[config.mk]
export PLATFORM = sky130hd
export DESIGN_NAME = eeprom_cmd_sched
export DESIGN_NICKNAME = d
export VERILOG_FILES = /design/src/rtl/eeprom_pkg.sv /design/src/rtl/eeprom_cmd_sched.sv
export SDC_FILE = /design/constraint.sdc
export NUM_CORES = 1
export LEC_CHECK = 0
export ABC_CLOCK_PERIOD_IN_PS = 4100
export BUFFER_PORTS_ARGS = -buffer_cell sky130_fd_sc_hd__buf_2
export CAP_MARGIN = 20
export CORE_ASPECT_RATIO = 1.1
export CORE_MARGIN = 2
export CORE_UTILIZATION = 30
export CTS_BUF_LIST = sky130_fd_sc_hd__clkbuf_16
export DETAILED_ROUTE_END_ITERATION = 7
export HOLD_SLACK_MARGIN = 0.15
export PLACE_DENSITY = 0.47
export SETUP_SLACK_MARGIN = 0.1
export SLEW_MARGIN = 20
export SYNTH_ARGS = -nofsm -noshare
export SYNTH_HDL_FRONTEND = slang
export SYNTH_SLANG_ARGS = --single-unit
[constraint.sdc]
create_clock -name sclk -period 4.1 [get_ports sclk]
set_input_delay 1.025 -clock sclk [delete_from_list [all_inputs] [get_ports sclk]]
set_output_delay 1.025 -clock sclk [all_outputs]
set_load 0.05 [all_outputs]
[src/rtl/eeprom_pkg.sv]
`default_nettype none
//==============================================================================
// Package  : eeprom_pkg
// Brief    : Shared constants for the AT24C02 command path (state codes,
//            device address, 50 MHz timing defaults).
// Revision : 1.0 - initial release
//==============================================================================
package eeprom_pkg;

    localparam logic [2:0] c_ST_IDLE     = 3'd0;
    localparam logic [2:0] c_ST_WR_ISSUE = 3'd1;
    localparam logic [2:0] c_ST_WR_WAIT  = 3'd2;
    localparam logic [2:0] c_ST_TWR_HOLD = 3'd3;
    localparam logic [2:0] c_ST_RD_ISSUE = 3'd4;
    localparam logic [2:0] c_ST_RD_WAIT  = 3'd5;

    localparam logic [6:0] c_AT24C02_ADDR = 7'b1010_000;

    // 5 ms write cycle and 10 ms bus guard at 50 MHz
    localparam int unsigned c_TWR_CYC_50M     = 250000;
    localparam int unsigned c_TIMEOUT_CYC_50M = 500000;

    function automatic int unsigned max_u(input int unsigned a, input int unsigned b);
        return (a > b) ? a : b;
    endfunction

endpackage
`default_nettype wire

[src/rtl/eeprom_cmd_sched.sv]
`default_nettype none
//==============================================================================
// Module   : eeprom_cmd_sched
// Brief    : Queues key-driven EEPROM write/read requests, issues one-cycle
//            triggers to the I2C controller, guards tWR and bus time-outs.
// Revision : 1.0 - initial release
//==============================================================================
module eeprom_cmd_sched
    import eeprom_pkg::*;
#(
    parameter int unsigned TWR_CYC     = c_TWR_CYC_50M,
    parameter int unsigned TIMEOUT_CYC = c_TIMEOUT_CYC_50M
) (
    input  logic       sclk,
    input  logic       rst,
    input  logic       wr_req,
    input  logic       rd_req,
    input  logic [7:0] wr_data,
    input  logic       write_done,
    input  logic       read_done,
    input  logic [7:0] read_byte,
    output logic       write_trigger,
    output logic       read_trigger,
    output logic [7:0] write_byte,
    output logic       busy,
    output logic [7:0] rd_data,
    output logic       rd_valid,
    output logic       timeout_err
);

    localparam int unsigned     c_CNT_MAX  = max_u(TWR_CYC, TIMEOUT_CYC);
    localparam int unsigned     c_CW       = $clog2(c_CNT_MAX + 1);
    localparam logic [c_CW-1:0] c_TWR_LAST = c_CW'(TWR_CYC - 1);
    localparam logic [c_CW-1:0] c_TO_LAST  = c_CW'(TIMEOUT_CYC - 1);
    localparam logic [c_CW-1:0] c_CNT_SAT  = c_CW'(c_CNT_MAX);
    localparam logic [c_CW-1:0] c_CNT_ONE  = c_CW'(1);

    logic [2:0]      r_state;
    logic [2:0]      w_state_nxt;
    logic [c_CW-1:0] r_cnt;
    logic [c_CW-1:0] w_cnt_nxt;
    logic            w_to_term;

    logic            r_wr_pend;
    logic            r_rd_pend;
    logic [7:0]      r_wr_buf;

    logic            w_wr_issue;
    logic            w_rd_issue;
    logic            w_rd_ok;
    logic            w_timeout;
    logic            w_busy_nxt;

    logic            r_write_trigger;
    logic            r_read_trigger;
    logic [7:0]      r_write_byte;
    logic            r_busy;
    logic [7:0]      r_rd_data;
    logic            r_rd_valid;
    logic            r_timeout_err;

    assign w_to_term = (r_cnt == c_TO_LAST);

    always_ff @(posedge sclk or posedge rst) begin
        if (rst) begin
            r_state <= c_ST_IDLE;
            r_cnt   <= '0;
        end else begin
            r_state <= w_state_nxt;
            r_cnt   <= w_cnt_nxt;
        end
    end

    // A done pulse on the terminal-count cycle wins over the time-out.
    always_comb begin
        w_state_nxt = r_state;
        case (r_state)
            c_ST_IDLE: begin
                if (r_wr_pend) begin
                    w_state_nxt = c_ST_WR_ISSUE;
                end else if (r_rd_pend) begin
                    w_state_nxt = c_ST_RD_ISSUE;
                end
            end
            c_ST_WR_ISSUE: w_state_nxt = c_ST_WR_WAIT;
            c_ST_WR_WAIT: begin
                if (write_done) begin
                    w_state_nxt = c_ST_TWR_HOLD;
                end else if (w_to_term) begin
                    w_state_nxt = c_ST_IDLE;
                end
            end
            c_ST_TWR_HOLD: begin
                if (r_cnt == c_TWR_LAST) begin
                    w_state_nxt = c_ST_IDLE;
                end
            end
            c_ST_RD_ISSUE: w_state_nxt = c_ST_RD_WAIT;
            c_ST_RD_WAIT: begin
                if (read_done || w_to_term) begin
                    w_state_nxt = c_ST_IDLE;
                end
            end
            default: w_state_nxt = c_ST_IDLE;
        endcase
    end

    // Counter restarts on every state change and saturates rather than wrapping.
    always_comb begin
        if ((r_state == c_ST_IDLE) || (w_state_nxt != r_state)) begin
            w_cnt_nxt = '0;
        end else if (r_cnt == c_CNT_SAT) begin
            w_cnt_nxt = r_cnt;
        end else begin
            w_cnt_nxt = r_cnt + c_CNT_ONE;
        end
    end

    always_comb begin
        w_wr_issue = (r_state == c_ST_IDLE) && (w_state_nxt == c_ST_WR_ISSUE);
        w_rd_issue = (r_state == c_ST_IDLE) && (w_state_nxt == c_ST_RD_ISSUE);
        w_rd_ok    = (r_state == c_ST_RD_WAIT) && read_done;
        w_timeout  = w_to_term &&
                     (((r_state == c_ST_WR_WAIT) && !write_done) ||
                      ((r_state == c_ST_RD_WAIT) && !read_done));
        w_busy_nxt = (w_state_nxt != c_ST_IDLE);
    end

    // A request arriving on the consume cycle re-arms its flag.
    always_ff @(posedge sclk or posedge rst) begin
        if (rst) begin
            r_wr_pend <= 1'b0;
            r_rd_pend <= 1'b0;
            r_wr_buf  <= 8'h00;
        end else begin
            if (wr_req) begin
                r_wr_pend <= 1'b1;
                r_wr_buf  <= wr_data;
            end else if (w_wr_issue) begin
                r_wr_pend <= 1'b0;
            end
            if (rd_req) begin
                r_rd_pend <= 1'b1;
            end else if (w_rd_issue) begin
                r_rd_pend <= 1'b0;
            end
        end
    end

    // Outputs are loaded from next-state decode so they line up with the state they announce.
    always_ff @(posedge sclk or posedge rst) begin
        if (rst) begin
            r_write_trigger <= 1'b0;
            r_read_trigger  <= 1'b0;
            r_write_byte    <= 8'h00;
            r_busy          <= 1'b0;
            r_rd_data       <= 8'h00;
            r_rd_valid      <= 1'b0;
            r_timeout_err   <= 1'b0;
        end else begin
            r_write_trigger <= w_wr_issue;
            r_read_trigger  <= w_rd_issue;
            r_busy          <= w_busy_nxt;
            r_rd_valid      <= w_rd_ok;
            r_timeout_err   <= w_timeout;
            if (w_wr_issue) begin
                r_write_byte <= r_wr_buf;
            end
            if (w_rd_ok) begin
                r_rd_data <= read_byte;
            end
        end
    end

    assign write_trigger = r_write_trigger;
    assign read_trigger  = r_read_trigger;
    assign write_byte    = r_write_byte;
    assign busy          = r_busy;
    assign rd_data       = r_rd_data;
    assign rd_valid      = r_rd_valid;
    assign timeout_err   = r_timeout_err;

endmodule
`default_nettype wire

Word level (Yosys, flattened, before mapping)
Cells that the tools add are included.
{ "word_totals": {"register_bits": 53, "in_bits": 22} }
{ "op_classes": {"n_reduce_logical": 15, "eq_ne": 12, "n_mux": 13, "addsub": 1} }
{ "ops": {"columns": ["op", "count"], "rows": [
  ["$eq A19 B19 Y1 const B", 2],
  ["$mux W19", 2],
  ["$add A19 B1 Y19 const B", 1],
  ["$eq A19 B18 Y1 const B", 1],
  ["$mux W3", 6],
  ["$pmux W3 S6", 1],
  ["$eq A3 B3 Y1 const B", 3],
  ["$eq A3 B1 Y1 const B", 2],
  ["$eq A3 B2 Y1 const B", 2],
  ["$logic_and A1 B1 Y1", 6],
  ["$mux W1", 4],
  ["$reduce_bool A2 Y1", 2],
  ["$logic_not A3 Y1", 1],
  ["$logic_or A1 B1 Y1", 3],
  ["$ne A3 B3 Y1", 1],
  ["$reduce_bool A3 Y1", 1],
  ["$logic_not A1 Y1", 2],
  ["$ne A2 B2 Y1 const B", 1]
]} }

Logic depth before layout (Yosys ltp)
Gate-level depths: netlist of run 1.
{ "depth": {"word_depth": 8, "depth_mapped": 6} }

Worst setup path after synthesis of run 1
No wires, ideal clock.
{ "synth_timing": {"path_kind": "input to register", "start": "input port read_done", "end": "register r_cnt[10]", "setup_ns": 0.077, "cell_stages": 5, "n_path_buf": 1, "arrival_time_ns": 1.978, "required_ns": 4.023, "slack_ns": 2.045, "path_cell_list": "nor4bb_1 -> a21oi_1 -> o21bai_2 -> buf_2 -> a21oi_1"} }
{ "synth_via": {"elab_chain_len": 6, "word_cells_on_any_way": 7} }
{ "synth_rtl": {"columns": ["item", "line_no", "source"], "rows": [
  ["from (decl)", "eeprom_cmd_sched.sv:20", "input logic read_done,"],
  ["$logic_or A1 B1 Y1 *", "eeprom_cmd_sched.sv:100", "if (read_done || w_to_term) begin"],
  ["$mux W3 *", "eeprom_cmd_sched.sv:100", null],
  ["$pmux W3 S6 *", "eeprom_cmd_sched.sv:77", "case (r_state)"],
  ["$ne A3 B3 Y1 *", "eeprom_cmd_sched.sv:110", "if ((r_state == c_ST_IDLE) || (w_state_nxt != r_state)) begin"],
  ["$logic_or A1 B1 Y1 *", "eeprom_cmd_sched.sv:110", null],
  ["$ne A2 B2 Y1 (no line) or $mux W19 (tied branches)", null, null],
  ["to (signal assigned)", "eeprom_cmd_sched.sv:70", "r_cnt <= w_cnt_nxt;"],
  ["to (decl)", "eeprom_cmd_sched.sv:40", "logic [c_CW-1:0] r_cnt;"]
]} }
Mark *: on every way between the ends. The rest lies on a longest branch, timed or not.
A chain may end at the register's enable or synchronous reset.

Final worst setup path of run 1
{ "layout_timing": {"start": "register r_cnt[9]", "end": "register r_cnt[1]"} }
{ "layout_via": {"elab_chain_len": 7, "word_cells_on_any_way": 13} }
{ "layout_rtl": {"columns": ["item", "line_no", "source"], "rows": [
  ["$eq A19 B19 Y1", "eeprom_cmd_sched.sv:62", "assign w_to_term = (r_cnt == c_TO_LAST);"],
  ["$mux W3 or $logic_or A1 B1 Y1 (tied branches)", "eeprom_cmd_sched.sv:89, eeprom_cmd_sched.sv:100", null],
  ["$mux W3, on equally long branches", "eeprom_cmd_sched.sv:87, eeprom_cmd_sched.sv:100", null],
  ["$pmux W3 S6", "eeprom_cmd_sched.sv:77", null],
  ["$ne A3 B3 Y1", "eeprom_cmd_sched.sv:110", null],
  ["$logic_or A1 B1 Y1", "eeprom_cmd_sched.sv:110", null],
  ["$ne A2 B2 Y1 (no line) or $mux W19 (tied branches)", null, null]
]} }
Parallel ways exist; a longest one is shown, timed or not.

==> impl_metrics.tcl, run 1 <==
set metrics [dict create \
    synth_ff_type "dfrtp_1" \
    routed_wl_um 5200 \
    grt_pass1_wl_um 8610 \
    die_h_um 99.0 \
    root_buffer "clkbuf_16" \
    crit_arrival_ns 2.66 \
    maxSlewHeadroom_pct 40.8 \
    final.setup_skew_ns 0.00795 \
    synthAdderAreaFrac_pct 1.02 \
    finalNetCount 280 \
    die-area_um2 8950 \
    coreArea_um2 7960 \
    report.final.setup_viol 0 \
    synth_warnings 0 \
    reg2reg_to "r_cnt[1]" \
    path_max_fanout 19 \
    grt.total_usage_pct 12.0 \
    cts_hold_buffers 0 \
    grtUsageMet2_pct 18.4 \
    place_inst 357 \
    netlist_area_um2 2460 \
    cts_tree "yes" \
    cts.sinks 53 \
    io_pins 43 \
    busiest_layer "met2" \
    yosys.area_share.simple_pct 16.7 \
    period_needed_ns 2.52 \
    maxCapViolCount 0 \
    outcome "complete, no violations" \
    synth_edf_count 0 \
    worstPathRequired_ns 4.24 \
    cts_max_path_buffers 2 \
    diodes 0 \
    ys_types 39 \
    syn_nets 238 \
    clock_latency_ns 0.30 \
    reg2regPathDepth 4 \
    cts_resized 0 \
    grt_setup_unrepaired "false" \
    switching_share_pct 37.3 \
    worstHoldPathType "register to register" \
    power_frac_clock_pct 29.4 \
    drive_gt1_share_pct 33.5 \
    firstDrtPassIters 4 \
    fp-row-count 34 \
    gp_congestion 0.749 \
    synth.area.top_cells "dfrtp_1 (54%), mux2_2 (11%), xnor2_1 (3.2%)" \
    vias 1813 \
    fp.dieW_um 90.4 \
    pwr-share-comb_pct 30.1 \
    cts_setup_buffers 0 \
    drc_errors 0 \
    synth_seq_cells 53 \
    hpwlAfterDp_um 3580 \
    cts-htree-levels 2 \
    antenna_found_initial 0 \
    crit_path_start_kind "register" \
    cts_buffers 5 \
    ant_nets 0 \
    synth.area.mux_share_pct 11.0 \
    grt_pass1_vias 1746 \
    syn_avg_cell_area_um2 11.5 \
    synth_top_family_by_area "simple AND/OR/NAND/NOR gates" \
    syn_inst 214 \
    endpoint "r_cnt[1]" \
    drt_iter0_drc 108 \
    async_flop_share_pct 100 \
    stdcell_count 365 \
    rrSetupSlack_ns 1.58 \
    synth_compound_area_share_pct 9.65 \
    grt_use_met1_pct 16.3 \
    start_util_pct 31.0 \
    grt.met3_usage_pct 3.13 \
    yosysTopAreaCell "dfrtp_1" \
    vdd_drop_max_mv 0.285 \
    synthXorXnorAreaFrac_pct 4.62 \
    clkTransAtPathRegs_ns 0.07 \
    final-max-slew-violation-count 0 \
    crit_type "register to register" \
    netSwitchingPower_mw 0.630 \
    hold_viol_final 0 \
    timing.rr.start "r_cnt[9]" \
    fmax_mhz 397 \
    cp-end-kind "register" \
    p_per_area_nw_per_um2 570 \
    wl_per_cell_um 14.2 \
    power_frac_seq_pct 40.5 \
    min-delay-start "rd_data[2]" \
    overflow 0 \
    fin_crit_sh_pct 61.4 \
    final.setup.tns_ns 0 \
    io_buffers 42 \
    p_int_mw 1.06 \
    grt_start_max_net_pins 39 \
    syn_to_final_growth_pct 20.4 \
    startpoint "r_cnt[9]" \
    drt-vias-per-instance 4.97 \
    synth_top_area_share_pct 53.9 \
    tightestPinTransition_ns 0.888 \
    power.leakage_nw 1.31 \
    seq_area_frac_synth_pct 53.9 \
]
layer usage:
metal / wire, um / up-vias
li1: - / 861
met4: 86 / 0
met2: 2370 / 42
met3: 252 / 7
met1: 2490 / 903
met5: 0 / -
layout by cell type (no fill, tap or decap), types with 2 or more instances in the layout:
| cell type | count |
|---|---|
| xnor2_1 | 9 |
| nor2b_1 | 5 |
| dfrtp_1 | 53 |
| o31ai_1 | 4 |
| a21oi_1 | 13 |
| clkbuf_16 | 5 |
| and4bb_2 | 2 |
| a21o_1 | 2 |
| nand4_1 | 9 |
| mux2_2 | 24 |
| o211ai_1 | 2 |
| o21ai_0 | 7 |
| inv_6 | 2 |
| a22oi_1 | 6 |
| ha_1 | 2 |
| nand2b_1 | 2 |
| or3_1 | 5 |
| xor2_1 | 4 |
| nor3_1 | 3 |
| nand3_1 | 7 |
| inv_1 | 9 |
| buf_4 | 2 |
| buf_2 | 42 |
| nor4_1 | 3 |
| nor4bb_1 | 2 |
| nor2_1 | 7 |
| nand2_1 | 10 |
critical path: stages (launching register included):
cell	delay (ns)
dfrtp_1	0.42
nor4b_1	0.46
nand4_1	0.42
o21bai_2	0.84
a22oi_1	0.21
worst min path at each step:
stage	to	slack, ns	depth (start not counted)
after floorplan	r_wr_buf[0]	0.47	1
after global placement	write_byte[6]	0.48	1
after detailed placement	write_byte[5]	0.49	1
after CTS	rd_data[2]	0.51	1
after global routing	r_wr_buf[5]	0.52	1
final	rd_data[2]	0.50	1
area by class of cell:
cell class / instances / area, um^2
flip-flops and latches: 53 / 1330
inverters: 10 / 37.5
clock buffers: 5 / 125
clock inverters: 3 / 47.5
well taps: 108 / 135
repair buffers: 44 / 225
multi-input cells: 142 / 1070
fillers: 836 / 4990
registers in the layout, indices dropped and copies added, names as in the netlist:
| signal | flops |
|---|---|
| r_wr_buf | 8 |
| rd_valid | 1 |
| timeout_err | 1 |
| r_wr_pend | 1 |
| write_trigger | 1 |
| read_trigger | 1 |
| write_byte | 8 |
| rd_data | 8 |
| r_state | 3 |
| r_cnt | 19 |
| busy | 1 |
| r_rd_pend | 1 |
power by group through the flow:
stage	Combinational, mW	Sequential, mW	Clock [mW]
floorplan	0.245	0.826	0
global placement	0.510	0.690	0
detailed placement	0.512	0.691	0
CTS	0.512	0.683	0.507
global route	0.546	0.700	0.531
finish	0.509	0.685	0.496
synthesized netlist by cell type, types with 3 or more instances:
cell type and number:
xnor2_1 9, a21oi_1 13, o31ai_1 4, nor2b_1 5
nand2_1 10, mux2_2 24, nand4_1 9, or3_1 5
inv_1 10, xor2_1 4, nor4_1 3, dfrtp_1 53
nor2_1 7, clkbuf_1 4, buf_2 5, o21ai_0 7
nor3_1 3, nand3_1 7, a22oi_1 6
cell families (layout without fill, tap and decap cells):
group / count (synthesis) / after routing
mux: 24 / 24
compound gates: 37 / 37
buf+inv: 19 / 62
xor+xnor: 13 / 13
simple gates: 66 / 66
fa+ha+maj: 2 / 2
flops: 53 / 53
per-stage QoR:
step	hold slack, ns	utilization [%]	area, um^2	power [mW]	setup slack [ns]
2_1_floorplan	0.475	-	2460	1.07	1.79
3_3_place_gp	0.483	35.0	2780	1.20	1.60
3_5_place_dp	0.491	35.0	2780	1.20	1.55
4_1_cts	0.509	37.2	2960	1.70	1.54
5_1_grt	0.520	37.3	2960	1.78	1.33
6_report	0.504	37.3	2960	1.69	1.58
Note: power is estimated with default switching activity, not from simulation.
==> run 2, diff against run 1 <==
--- a/config.mk
+++ b/config.mk
@@ -5,7 +5,8 @@
 export SDC_FILE = /design/constraint.sdc
 export NUM_CORES = 1
 export LEC_CHECK = 0
-export ABC_CLOCK_PERIOD_IN_PS = 4100
+export ABC_AREA = 1
+export ABC_CLOCK_PERIOD_IN_PS = 2500
 export BUFFER_PORTS_ARGS = -buffer_cell sky130_fd_sc_hd__buf_2
 export CAP_MARGIN = 20
 export CORE_ASPECT_RATIO = 1.1
==> constraint.sdc (replaced) <==
create_clock -name sclk -period 2.5 [get_ports sclk]
set_input_delay 0.625 -clock sclk [delete_from_list [all_inputs] [get_ports sclk]]
set_output_delay 0.625 -clock sclk [all_outputs]
set_load 0.05 [all_outputs]
==> impl_metrics.tcl, run 2 <==
set metrics [dict create \
    coreArea_um2 8410 \
    pwr-share-comb_pct 40.4 \
    crit_type "register to register" \
    stdcell_count 451 \
    p_per_area_nw_per_um2 1050 \
    largest_reg_flops 19 \
    start_util_pct 30.9 \
    synthTopCellsByCount "nand2_1 (70), dfrtp_1 (53), nor2_1 (41), inv_1 (27), o21ai_0 (19)" \
    fin_crit_sh_pct 75.6 \
    grt_pass1_wl_um 8890 \
    fmax_mhz 529 \
    synth_edf_count 0 \
    report.final.setup_viol 0 \
    netlist_area_um2 2600 \
    io_pins 43 \
    maxCapViolCount 0 \
    outcome "complete, no violations" \
    clock_latency_ns 0.29 \
    fp-row-count 35 \
    drt-vias-per-instance 4.29 \
    power.leakage_nw 1.45 \
    period_needed_ns 1.89 \
    power_frac_clock_pct 24.1 \
    overflow 0 \
    grt_pass1_vias 1922 \
    cts-htree-levels 2 \
    synth_warnings 0 \
    cts_setup_buffers 0 \
    fp.dieW_um 92.8 \
    power.total_mw 3.24 \
    gp_congestion 0.783 \
    timing.rr.start "r_cnt[0]" \
    antenna_found_initial 0 \
    worstHoldPathType "primary input to asynchronous set/reset pin" \
    seq_area_frac_synth_pct 51.0 \
    syn_nets 318 \
    drc_errors 0 \
    hold_viol_final 0 \
    mostFrequentLayoutCells "nand2_1 (70), dfrtp_1 (53), buf_2 (42), nor2_1 (41), inv_1 (27)" \
    tightestPinTransition_ns 0.552 \
    syn_to_final_growth_pct 18.7 \
    yosysTopAreaCell "dfrtp_1" \
    die_h_um 102 \
    ys_types 31 \
    crit_arrival_ns 2.05 \
    dp_slack_ns 0.533 \
    syn_inst 294 \
    cp-end-kind "register" \
    finalNetCount 363 \
    cts_hold_buffers 0 \
    grt.total_usage_pct 11.7 \
    root_buffer "clkbuf_16" \
    cp_slowest_cell "dfrtp_1" \
    crit_chain "ha_1 -> nand3_1 -> nor2_1 -> nand3_2 -> nand2_2 -> nand3_4 -> nor2_2 -> nor2_2 -> nand2_4 -> nor2_1" \
    io_buffers 42 \
    cts_buffers 5 \
    drive_gt1_share_pct 24.4 \
    worstPathRequired_ns 2.66 \
    drt_iter0_drc 36 \
    power_frac_seq_pct 35.6 \
    netSwitchingPower_mw 1.42 \
    wl_per_cell_um 11.0 \
    final.setup.tns_ns 0 \
    final.setup_skew_ns 0.00975 \
    layout_setup_ws_ns 0.611 \
    reg2reg_to "r_cnt[12]" \
    routed_wl_um 4980 \
    synth.area.top_cells "dfrtp_1 (51%), nand2_1 (10%), nor2_1 (5.9%)" \
    layout.cells.most_common "nand2_1" \
    hold_ws_ns 0.365 \
    syn_avg_cell_area_um2 8.85 \
    async_flop_share_pct 100 \
    synth_top_area_share_pct 51.0 \
    vdd_drop_max_mv 0.502 \
    synth_ff_type "dfrtp_1" \
    maxSlewHeadroom_pct 62.8 \
    p_int_mw 1.82 \
    cts_resized 0 \
    final-max-slew-violation-count 0 \
    regMostFlops "r_cnt" \
    switching_share_pct 43.9 \
    hpwlAfterDp_um 3750 \
    cts_tree "yes" \
    reg2regPathDepth 10 \
    firstDrtPassIters 4 \
    cts.sinks 53 \
    cts_max_path_buffers 2 \
    rrSetupSlack_ns 0.61 \
    ant_nets 0 \
    synth_most_common_cell "nand2_1" \
    max_stage_delay_ns 0.39 \
    grt_start_max_net_pins 32 \
    synth_seq_cells 53 \
    vias 1935 \
    place_inst 443 \
    diodes 0 \
    grt_setup_unrepaired "false" \
    clkTransAtPathRegs_ns 0.07 \
    crit_path_start_kind "register" \
    die-area_um2 9430 \
    path_max_fanout 19 \
]
==> run 2: cell count changes in the layout (fill, tap and decap cells not counted), moves of 6 or more <==
cell     before  now
nand2_1      10   70
nor2_1        7   41
mux2_2       24    0
inv_1         9   27
o21ai_0       7   19
a21oi_1      13    3
nor2_4        0   10
nand4_1       9    2
xor2_1        4   11
a22oi_1       6    0
==> run 2: cell families (layout without fill, tap and decap cells) <==
group                    Yosys count  count (layout)  share of synthesized area, %
adder cells (fa/ha/maj)            2               2                         0.962
buffers and inverters             40              86                          7.07
XOR/XNOR                          16              16                          5.39
AND/OR/NAND/NOR                  158             158                          30.3
AO/OA/AOI/OAI                     25              25                          5.29
flip-flops                        53              53                          51.0
==> run 2: how the worst max path moves through the flow <==
stage	from	endpoint	slack, ns	cells after the start
final	r_cnt[0]	r_cnt[12]	0.61	10
after CTS	r_cnt[0]	r_cnt[9]	0.58	10
after detailed placement	read_done	r_cnt[9]	0.53	8
after global routing	r_cnt[1]	r_cnt[15]	0.36	10
after global placement	read_done	r_cnt[10]	0.57	8
after floorplan	rst	busy	0.59	1
==> run 2: final cells by class <==
| type | instances | area (um^2) |
|---|---|---|
| Fill cell | 900 | 5320 |
| Sequential cell | 53 | 1330 |
| Multi-Input combinational cell | 201 | 1090 |
| Timing Repair Buffer | 43 | 230 |
| Tap cell | 111 | 139 |
| Inverter | 35 | 134 |
| Clock buffer | 5 | 125 |
| Clock inverter | 3 | 42.5 |
==> run 2: routing by layer <==
| layer | vias up | GRT usage [%] | routed length, um |
|---|---|---|---|
| met2 | 39 | 19.5 | 2350 |
| met5 | - | 0 | 0 |
| met3 | 6 | 3.27 | 262 |
| li1 | 1000 | - | - |
| met1 | 890 | 15.3 | 2330 |
| met4 | 0 | 2.71 | 37 |
==> run 2: critical path: cells and delay by family (launching register included) <==
family | cells | cell delay, ns
and+or+nand+nor | 9 | 1.15
DFF | 1 | 0.39
adders and majority gates | 1 | 0.21
==> run 2: power by group through the flow <==
stage	clock network, mW	registers, mW	logic, mW
after floorplan	0	1.60	0.673
after global placement	0	1.17	1.32
after detailed placement	0	1.17	1.32
after CTS	0.810	1.15	1.33
after global routing	0.836	1.18	1.43
final	0.779	1.15	1.31
==> run 2: per-stage QoR <==
step / util (%) / cell area (um^2)
final: 36.7 / 3090
after global routing: 36.7 / 3090
after CTS: 36.7 / 3090
after detailed placement: 34.7 / 2920
after global placement: 34.7 / 2920
after floorplan: - / 2600
==> run 3, diff against run 2 <==
--- a/config.mk
+++ b/config.mk
@@ -6,7 +6,7 @@
 export NUM_CORES = 1
 export LEC_CHECK = 0
 export ABC_AREA = 1
-export ABC_CLOCK_PERIOD_IN_PS = 2500
+export ABC_CLOCK_PERIOD_IN_PS = 1800
 export BUFFER_PORTS_ARGS = -buffer_cell sky130_fd_sc_hd__buf_2
 export CAP_MARGIN = 20
 export CORE_ASPECT_RATIO = 1.1
==> constraint.sdc (replaced) <==
create_clock -name sclk -period 1.8 [get_ports sclk]
set_input_delay 0.45 -clock sclk [delete_from_list [all_inputs] [get_ports sclk]]
set_output_delay 0.45 -clock sclk [all_outputs]
set_load 0.05 [all_outputs]
==> impl_metrics.tcl, run 3 (synthesized netlist as in run 2, its figures left out) <==
set metrics [dict create \
    busiest_layer "met2" \
    hold_ws_ns 0.228 \
    drt_iter0_drc 33 \
    cts_max_path_buffers 2 \
    firstDrtPassIters 4 \
    start_util_pct 30.9 \
    cts_tree "yes" \
    drive_gt1_share_pct 32.8 \
    outcome "complete, no violations" \
    clkTransAtPathRegs_ns 0.07 \
    crit_type "register to register" \
    vias 1991 \
    worstPathRequired_ns 1.97 \
    place_area_um2 3000 \
    routed_wl_um 5400 \
    io_buffers 42 \
    coreArea_um2 8410 \
    worstHoldPathType "primary input to asynchronous set/reset pin" \
    final.setup_skew_ns 0.00931 \
    cts-htree-levels 2 \
    clock_latency_ns 0.29 \
    fp.dieW_um 92.8 \
    diodes 0 \
    crit_path_start_kind "register" \
    antenna_found_initial 0 \
    fmax_mhz 584 \
    period_needed_ns 1.71 \
    syn_to_final_growth_pct 29.7 \
    vdd_drop_max_mv 0.698 \
    crit_arrival_ns 1.88 \
    die_h_um 102 \
    cts_buffers 5 \
    ant_nets 0 \
    p_per_area_nw_per_um2 1470 \
    grt_setup_unrepaired "true" \
    drc_errors 0 \
    root_buffer "clkbuf_16" \
    power.leakage_nw 1.55 \
    grt_start_max_net_pins 54 \
    fin_crit_sh_pct 95.1 \
    drt-vias-per-instance 4.25 \
    grt_use_met1_pct 15.8 \
    grtUsageMet2_pct 21.1 \
    tightestPinTransition_ns 0.530 \
    cts.sinks 53 \
    die-area_um2 9430 \
    grt.total_usage_pct 12.2 \
    maxSlewHeadroom_pct 64.3 \
    mostFrequentLayoutCells "nand2_1 (70), dfrtp_1 (51), buf_2 (42), nor2_1 (33), inv_1 (25)" \
    overflow 0 \
    layout.cells.most_common "nand2_1" \
    grt_pass1_vias 2043 \
    final_cell_area_um2 3370 \
    final.setup.tns_ns 0 \
    fin_util_pct 40.1 \
    cp-end-kind "register" \
    largest_reg_flops 19 \
    regMostFlops "r_cnt" \
    gp_congestion 0.813 \
    rrSetupSlack_ns 0.09 \
    final-max-slew-violation-count 0 \
    path_max_fanout 5 \
    report.final.setup_viol 0 \
    finalNetCount 381 \
    maxCapViolCount 0 \
    io_pins 43 \
    hold_viol_final 0 \
    hpwlAfterDp_um 3790 \
    grt_pass1_wl_um 9290 \
    fp-row-count 35 \
    wl_per_cell_um 11.5 \
    grt.met3_usage_pct 2.53 \
]
-- run 3: per-layer routing --
layer  vias to the layer above  part of all wire, %
li1                       1033                    -
met1                       910                   47
met2                        40                   48
met3                         8                  3.6
met4                         0                  1.7
met5                         -                    0
-- run 3: timing repair --
item / CTS / global route
gates cloned: 1 / 1
hold buffers: 0 / 0
setup endpoints to repair: 19 / 28
pin swaps: 6 / 6
setup buffers: 5 / 3
gates resized for setup: 13 / 19
-- run 3: final cells by class --
cell class | count | area, um^2
clock inverters | 2 | 38.8
flip-flops and latches | 53 | 1330
repair buffers | 61 | 405
clock buffers | 5 | 125
inverters | 35 | 138
multi-input cells | 201 | 1200
fillers | 893 | 5030
well taps | 111 | 139
-- run 3: worst paths after layout --
kind	from	to	depth (start not counted)
max reg2reg	r_cnt[0]	r_cnt[6]	11
min in group sclk	read_byte[7]	rd_data[7]	3
max	r_cnt[0]	r_cnt[6]	11
max in group asynchronous	rst	r_cnt[7]	3
min reg2reg	write_byte[7]	write_byte[7]	2
min	rst	r_cnt[13]	3
-- run 3: critical path, stage by stage (launching register included) --
cell and delay [ns]:
dfrtp_1 0.42, ha_4 0.18, nand3_4 0.11, nor2_4 0.14, nand3_4 0.12, nand2_4 0.08
nand3_4 0.07, nor2_4 0.10, nor2_2 0.06, nand2_4 0.12, buf_12 0.16, nor2_4 0.03
-- run 3: power by group --
| group | total (mW) | internal (mW) | switching, mW |
|---|---|---|---|
| logic | 2.28 | 0.752 | 1.53 |
| registers | 1.60 | 1.44 | 0.164 |
| clock network | 1.08 | 0.654 | 0.428 |
| total | 4.96 | 2.85 | 2.12 |
-- run 3: through the flow --
step                power (mW)  cells  worst slack [ns]
finish                    4.96    468            0.0879
global route              5.26    468           -0.0111
CTS                       4.89    464             0.109
detailed placement        3.60    451            0.0806
global placement          3.60    451            0.0846
floorplan                 3.16    294             0.158
